<file path="config.mk">
export PLATFORM = sky130hd
export DESIGN_NAME = alu_result_sel_pipe
export DESIGN_NICKNAME = d
export VERILOG_FILES = /design/src/rtl/alu_sel_pkg.sv /design/src/rtl/alu_sel_mux.sv /design/src/rtl/alu_result_sel_pipe.sv
export SDC_FILE = /design/constraint.sdc
export NUM_CORES = 1
export LEC_CHECK = 0
export ABC_CLOCK_PERIOD_IN_PS = 2000
export CORE_AREA = 2 2 218 220
export CTS_BUF_LIST = sky130_fd_sc_hd__clkbuf_4
export DETAILED_ROUTE_END_ITERATION = 7
export DIE_AREA = 0 0 220 222
export PLACE_DENSITY = 0.51
export REMOVE_ABC_BUFFERS = 1
export SLEW_MARGIN = 20
export SYNTH_ARGS = -nofsm -noshare
export SYNTH_HDL_FRONTEND = slang
export SYNTH_HIERARCHICAL = 1
export SYNTH_SLANG_ARGS = --single-unit
</file>
<file path="constraint.sdc">
create_clock -name clk -period 2 [get_ports clk]
set_input_delay 0.4 -clock clk [delete_from_list [all_inputs] [get_ports clk]]
set_output_delay 0.4 -clock clk [all_outputs]
set_load 0.1 [all_outputs]
</file>
<file path="src/rtl/alu_sel_pkg.sv">
// Shared types and helpers for the ALU result selector pipeline.
// The optional zero flag is enabled by defining ALU_SEL_ZFLAG_EN.
package alu_sel_pkg;

  // Upper bound on the number of function inputs the selector supports.
  localparam int MAX_FUNC = 64;

  // Occupancy of the two-entry output buffer (main register + skid register).
  typedef enum logic [1:0] {
    EMPTY = 2'd0,
    ONE   = 2'd1,
    TWO   = 2'd2
  } buf_state_e;

  // Select width for n function inputs; never narrower than one bit.
  function automatic int sel_width(input int n);
    return (n <= 2) ? 1 : $clog2(n);
  endfunction

endpackage

</file>
<file path="src/rtl/alu_sel_mux.sv">
// Combinational NUM_FUNC:1 result mux. A select value with no matching
// function input yields a zero result with the error bit set.
// Output packing: sel_out = {err, result}.
module alu_sel_mux
  import alu_sel_pkg::*;
#(
  parameter int WIDTH    = 32,
  parameter int NUM_FUNC = 16,
  parameter int SEL_W    = sel_width(NUM_FUNC)
) (
  input  logic [NUM_FUNC*WIDTH-1:0] func_bus,
  input  logic [SEL_W-1:0]          sel,
  output logic [WIDTH:0]            sel_out
);

  // Reject configurations outside the supported range at elaboration.
  if (NUM_FUNC < 2 || NUM_FUNC > MAX_FUNC) begin : g_bad_num_func
    $error("alu_sel_mux: NUM_FUNC must lie in 2..%0d", MAX_FUNC);
  end

  // Linear compare-and-select; an unmatched select falls through to {1, 0}.
  always_comb begin
    sel_out = {1'b1, {WIDTH{1'b0}}};
    for (int k = 0; k < NUM_FUNC; k++) begin
      if (int'(sel) == k) begin
        sel_out = {1'b0, func_bus[k*WIDTH +: WIDTH]};
      end
    end
  end

endmodule

</file>
<file path="src/rtl/alu_result_sel_pipe.sv">
// ALU result selector with a registered valid/ready output stage.
// The selected result is held in a main register that drives the outputs,
// backed by one skid register so in_ready can be a flop without losing
// throughput. Defining ALU_SEL_ZFLAG_EN adds a per-entry zero flag on
// out_zero; otherwise out_zero is tied low.
module alu_result_sel_pipe
  import alu_sel_pkg::*;
#(
  parameter int WIDTH    = 32,
  parameter int NUM_FUNC = 16,
  parameter int SEL_W    = sel_width(NUM_FUNC)
) (
  input  logic                      clk,
  input  logic                      rst_n,
  input  logic [NUM_FUNC*WIDTH-1:0] func_bus,
  input  logic [SEL_W-1:0]          sel,
  input  logic                      in_valid,
  output logic                      in_ready,
  output logic [WIDTH-1:0]          out_data,
  output logic                      out_err,
  output logic                      out_zero,
  output logic                      out_valid,
  input  logic                      out_ready
);

  // Buffer entry layout: {[zero,] err, data}.
`ifdef ALU_SEL_ZFLAG_EN
  localparam int ENT_W = WIDTH + 2;
`else
  localparam int ENT_W = WIDTH + 1;
`endif

  logic [WIDTH:0]   mux_out;
  logic [ENT_W-1:0] in_entry;

  buf_state_e       state_q, state_d;
  logic [ENT_W-1:0] main_q, main_d;
  logic [ENT_W-1:0] skid_q, skid_d;
  logic             in_ready_q, in_ready_d;

  logic             accept;
  logic             deliver;

  alu_sel_mux #(
    .WIDTH    (WIDTH),
    .NUM_FUNC (NUM_FUNC),
    .SEL_W    (SEL_W)
  ) u_mux (
    .func_bus (func_bus),
    .sel      (sel),
    .sel_out  (mux_out)
  );

  // The zero flag is evaluated before the register so it travels with its word.
`ifdef ALU_SEL_ZFLAG_EN
  assign in_entry = {(mux_out[WIDTH-1:0] == '0), mux_out};
  assign out_zero = main_q[WIDTH+1];
`else
  assign in_entry = mux_out;
  assign out_zero = 1'b0;
`endif

  assign out_valid = (state_q != EMPTY);
  assign out_data  = main_q[WIDTH-1:0];
  assign out_err   = main_q[WIDTH];
  assign in_ready  = in_ready_q;

  assign accept  = in_valid & in_ready_q;
  assign deliver = out_valid & out_ready;

  // Buffer occupancy transitions and data movement between skid and main.
  always_comb begin
    // NOTE: every signal gets its hold value first, so no branch can leave one unassigned and infer a latch.
    state_d = state_q;
    main_d  = main_q;
    skid_d  = skid_q;
    case (state_q)
      EMPTY: begin
        if (accept) begin
          main_d  = in_entry;
          state_d = ONE;
        end
      end
      ONE: begin
        if (accept && deliver) begin
          // Main drains and reloads in the same cycle; skid stays idle.
          main_d = in_entry;
        end else if (accept) begin
          skid_d  = in_entry;
          state_d = TWO;
        end else if (deliver) begin
          state_d = EMPTY;
        end
      end
      TWO: begin
        // in_ready is low here, so only a delivery can occur.
        if (deliver) begin
          main_d  = skid_q;
          state_d = ONE;
        end
      end
      default: state_d = EMPTY;
    endcase
    in_ready_d = (state_d != TWO);
  end

  // State, ready and buffer registers.
  always_ff @(posedge clk or negedge rst_n) begin
    if (!rst_n) begin
      state_q    <= EMPTY;
      in_ready_q <= 1'b1;
      // NOTE: the data registers are reset too because out_data/out_err/out_zero must read 0 straight out of reset.
      main_q     <= '0;
      skid_q     <= '0;
    end else begin
      // NOTE: non-blocking assignments so every flop samples the pre-edge values.
      state_q    <= state_d;
      in_ready_q <= in_ready_d;
      main_q     <= main_d;
      skid_q     <= skid_d;
    end
  end

endmodule

</file>
==> results.toml <==
[status]
status = "complete, but fails checks"
violations = "negative setup slack"

[grt]
grt_max_degree = 51
grt_overflow = 0
grt_pass1_vias = 12019
track_usage_pct = 21.4
grt_first_pass_wirelength_um = 77700
antenna_found_initial = 7

[setup_path]
worstSetupEndpointType = "register"
critPathLaunchType = "input pin"
timing.rr.start = "in_ready"
crit_arrival_ps = 2380
crit_start = "sel[1]"
cp_data_required_time_ps = 2370
rrSetupSlack_ps = 230
worstSetupPathType = "input pin to register"
path_max_fanout = 14

[synth]
synth_edf_count = 0
ys_top_cells_by_area = "dfrtp_1, mux2i_1, mux2_2"
yosysMostFrequentCell = "o21ai_0"
syn_inst = 1006
ys.flop_type = "dfrtp_1"
ys_warn_count = 6
ys_async_sr_fraction_pct = 100
synth_cell_types = 60
synth_top_area_share_pct = 19.8
yosysSeqAreaShare_pct = 20.1
synth_top_area_cell = "dfrtp_1"
avgSynthCellArea_sq_um = 8.53
syn-cell-area_sq_um = 8580
synth.ff_latch_count = 69
synthTopCellsByCount = "o21ai_0, mux2i_1, a21oi_1"

[cts]
cts_tree = "built"
post_cts_buffers = 0
ctsRootBufferMaster = "clkbuf_4"
clk_latency_ps = 460
cts.sinks = 69
htree_num_levels = 3
cts_max_path_buffers = 2
path_clk_slew_ps = 160
cts-buffers-inserted = 9

[finish]
finalNetCount = 2127
register_area_sq_um = 1730
drive_gt1_share_pct = 20.0
multi_input_area_sq_um = 6250
final_cells = 2221
layout-area-overhead-vs-synth_pct = 87.7
fill_cells = 4851

[floorplan]
std_cell_rows = 79
boundaryPins = 556
start_util_pct = 18.5
dieArea_sq_um = 48800
die_height_um = 222
fp.dieW_um = 220
coreArea_sq_um = 46300

[sta]
timing.fmax_mhz = 499
tightestPinTransition_ps = 504
fin_ws_ps = -3.54
hold_viol = 0
fin_setup_tns_ps = -3.54
period_needed_ps = 2000
rsz0062_at_grt = "yes"
finalCritPeriodShare_pct = 100
whs_ps = 441
drv_slew = 0
setup_viol = 1
skew_ps = 31.9
slew_headroom_pct = 66.4

[power]
vdd_ir_drop_max_mv = 0.795
power.leakage_nw = 6.20
finalPower_mw = 11.3
power.density_nw_per_um2 = 702

[detailed_routing]
routed_wl_um = 54600
dr.first_iter.drc_count = 811
firstDrtPassIters = 5
wl_per_cell_um = 24.6
drc_errors = 0
vias = 11300
routed_via_density = 5.09
ant_nets = 0

[placed_design]
gp_congestion = 0.879
placedCellCount = 2202
place_hpwl_um = 44900
io_buffers = 554

[min_path]
hold_path.class = "input pin to asynchronous set/reset pin"

[run]
cap_violations = 0
## final cells by class
cell class | instances | share of cell area [%]
Timing Repair Buffer | 712 | 44.4
Multi-Input combinational cell | 809 | 38.8
Sequential cell | 69 | 10.7
Tap cell | 607 | 4.72
Clock inverter | 7 | 0.707
Clock buffer | 9 | 0.420
Inverter | 6 | 0.140
Antenna cell | 2 | 0.0311
## cell families (layout without fill, tap and decap cells)
family / count (synthesis) / after routing / share of synthesized area [%]
AOI/OAI and AO/OA: 496 / 496 / 40.1
and+or+nand+nor: 148 / 148 / 9.61
other: 2 / 4 / 0.0875
muxes: 163 / 163 / 21.2
buffers and inverters: 128 / 734 / 8.90
DFF: 69 / 69 / 20.1
## per-layer routing
metal	global-route usage [%]	share of wire (%)	wire length, um
met3	4.60	7.4	4040
met5	0	0.10	57
met2	37.9	49	26700
met1	26.1	41	22500
met4	5.35	2.4	1280
## worst paths after layout
check,cells after the start,end
max in group asynchronous,3,skid_q[1]
max reg2reg,4,skid_q[1]
min in group clk,1,main_q[27]
min,2,main_q[15]
min reg2reg,1,main_q[27]
max,10,main_q[10]
## flip-flops by register name, indices dropped and copies added (netlist names)
name / cells
skid_q: 33
state_q: 2
in_ready: 1
main_q: 33
## layout by cell type, fill, tap and decap left out, types with 11 or more instances in the layout
cell type and n:
clkdlybuf4s50_1 513, buf_4 152, o21ai_0 96, mux2i_1 88, a21oi_1 86, dfrtp_1 68
mux2_2 67, nand2_1 45, buf_12 40, nor2_1 35, o32a_1 33, o21a_1 33
a21o_1 29, o22ai_1 28, a32o_1 19, a31oi_1 18, a221oi_1 17, a211oi_1 17
nand2b_1 12, o21ai_1 12, a21boi_0 11, or4bb_1 11, o2bb2ai_1 11, o2111ai_1 11
## report_power, final
group	leakage, nW	switching, mW	internal, mW	total, mW
logic	5.30	4.56	3.00	7.56
clock network	0.0912	0.628	0.626	1.25
registers	0.805	0.414	2.07	2.48
## timing repair
item	4_1_cts	5_1_grt
endpoints found under the hold margin	32	0
hold buffers	1	0
resized for setup	8	33
endpoints found under the setup margin	9	28
pin swaps	0	5
## through the flow
step / setup WS [ps] / util, % / cell area (sq um)
3_3_place_gp: -797 / 34.0 / 15700
2_1_floorplan: -1830 / - / 7840
6_report: -3.54 / 34.8 / 16100
4_1_cts: -29.8 / 34.5 / 16000
3_5_place_dp: -811 / 34.0 / 15700
5_1_grt: -25.1 / 34.8 / 16100
## worst max-delay path: stages
cell	delay [ps]
buf_6	150
buf_12	170
nand2b_2	220
buf_12	160
o21ai_0	320
o2bb2ai_1	160
o2111ai_1	120
a21o_1	210
o32a_1	340
o21a_1	100
(Power assumes the default switching activity.)
==> variant, RTL diff (config.mk and constraints unchanged) <==
The option `ALU_SEL_ZFLAG_EN` is turned on by a define.
--- a/src/rtl/alu_result_sel_pipe.sv
+++ b/src/rtl/alu_result_sel_pipe.sv
@@ -3,6 +3,8 @@
 // backed by one skid register so in_ready can be a flop without losing
 // throughput. Defining ALU_SEL_ZFLAG_EN adds a per-entry zero flag on
 // out_zero; otherwise out_zero is tied low.
+`define ALU_SEL_ZFLAG_EN
+
 module alu_result_sel_pipe
   import alu_sel_pkg::*;
 #(
Function: changed (a bounded check fails within 4 cycles, from zero or initial values and one cycle with rst_n low).
==> variant against the unedited design <==
- the flow still finishes with violations (negative setup slack)
- setup slack worse by 380 ps
- first-iteration DRC count decreased by 6.2%
- synthesized cell count up 8.4%
- sequential cell count grew 2
- register-to-register slack gained 80 ps
- utilization grew 5.7 points
- critical path depth is 1 higher
- clock skew fell by 7.5 ps
- routed wire length increased by 16%
- total power is 15% higher
- design area rose by 16%
- synthesized area up 3.7%
==> variant: results (changes against the unedited design) <==
<table>
<tr><th>Metric</th><th>Value</th></tr>
<tr><th colspan="2">Run status</th></tr>
<tr><td>Status</td><td>finished with violations (unchanged)</td></tr>
<tr><td>Failing checks</td><td>negative setup slack (unchanged)</td></tr>
<tr><th colspan="2">Timing</th></tr>
<tr><td>Setup Viol. Count Final</td><td>13 (was 1)</td></tr>
<tr><td>TNS Setup</td><td>-1510 ps (was -3.54 ps)</td></tr>
<tr><td>Hold WS</td><td>473 ps (was 441 ps)</td></tr>
<tr><td>Worst setup slack after layout</td><td>-382 ps (was -3.54 ps)</td></tr>
<tr><td>Slew HR</td><td>55.1% (was 66.4%)</td></tr>
<tr><th colspan="2">Worst setup path</th></tr>
<tr><td>Cell type of the slowest stage on the worst timing path</td><td>sky130_fd_sc_hd__mux4_2 (was sky130_fd_sc_hd__o32a_1)</td></tr>
<tr><td>Startpoint of the worst register-to-register path</td><td>state_q[1] (was in_ready)</td></tr>
<tr><td>Data arrival time at the worst-slack endpoint</td><td>2760 ps (was 2380 ps)</td></tr>
<tr><th colspan="2">Place</th></tr>
<tr><td>Post-detailed-placement half-perimeter wirelength</td><td>51,200 µm (was 44,900 µm)</td></tr>
<tr><td>IO buf count</td><td>555 (was 554)</td></tr>
<tr><td>GP Congestion</td><td>0.925 (was 0.879)</td></tr>
<tr><th colspan="2">Power</th></tr>
<tr><td>Maximum VDD drop</td><td>465 µV (was 795 µV)</td></tr>
<tr><th colspan="2">Yosys</th></tr>
<tr><td>Compound-cell area share of the yosys netlist</td><td>34.8% (was 40.1%)</td></tr>
<tr><td>Leading post-synthesis cells by cell area</td><td>sky130_fd_sc_hd__dfrtp_1 20%, sky130_fd_sc_hd__mux2i_1 9.9%, sky130_fd_sc_hd__o21ai_0 5.8% (was sky130_fd_sc_hd__dfrtp_1 20%, sky130_fd_sc_hd__mux2i_1 10%, sky130_fd_sc_hd__mux2_2 8.8%)</td></tr>
<tr><th colspan="2">Global routing</th></tr>
<tr><td>Initial antenna violation count</td><td>14 (was 7)</td></tr>
<tr><td>Number of global-route vias before repair</td><td>13.2k (was 12.0k)</td></tr>
<tr><th colspan="2">Cells and area</th></tr>
<tr><td>Largest registers</td><td>main_q x34, skid_q x34, state_q x2 (was main_q x33, skid_q x33, state_q x2)</td></tr>
<tr><th colspan="2">Clock network</th></tr>
<tr><td>Clock latency of the later-clocked register in the worst-skew pair</td><td>440 ps (was 460 ps)</td></tr>
</table>
==> variant: cell count changes after synthesis, sizes merged, moves of 3 or more <==
| cell | change |
|---|---|
| buf | +6 |
| a31oi | +33 |
| nand2 | +66 |
| o32a | -33 |
| nor4 | +8 |
| o21a | -32 |
| clkbuf | -3 |
| nor2 | +35 |
==> variant: routing by layer <==
metal / track usage (%) / part of all wire [%]
met1: 29.2 / 40
met2: 45.3 / 51
met3: 4.46 / 6.7
met4: 7.75 / 2.8
met5: 0 / 0
==> variant: power by group <==
part / switching [µW] / internal (µW) / total (µW)
Combinational: 5140 / 3880 / 9020
Sequential: 524 / 2120 / 2640
Clock: 560 / 762 / 1320
==> variant: layout make-up <==
type / count / area [µm²]
diodes: 12 / 30.0
clock buffers: 9 / 67.6
clock inverters: 7 / 145
fillers: 4689 / 27500
inverters: 6 / 30.0
multi-input cells: 889 / 7210
flip-flops and latches: 71 / 1780
well taps: 607 / 759
repair buffers: 842 / 8700
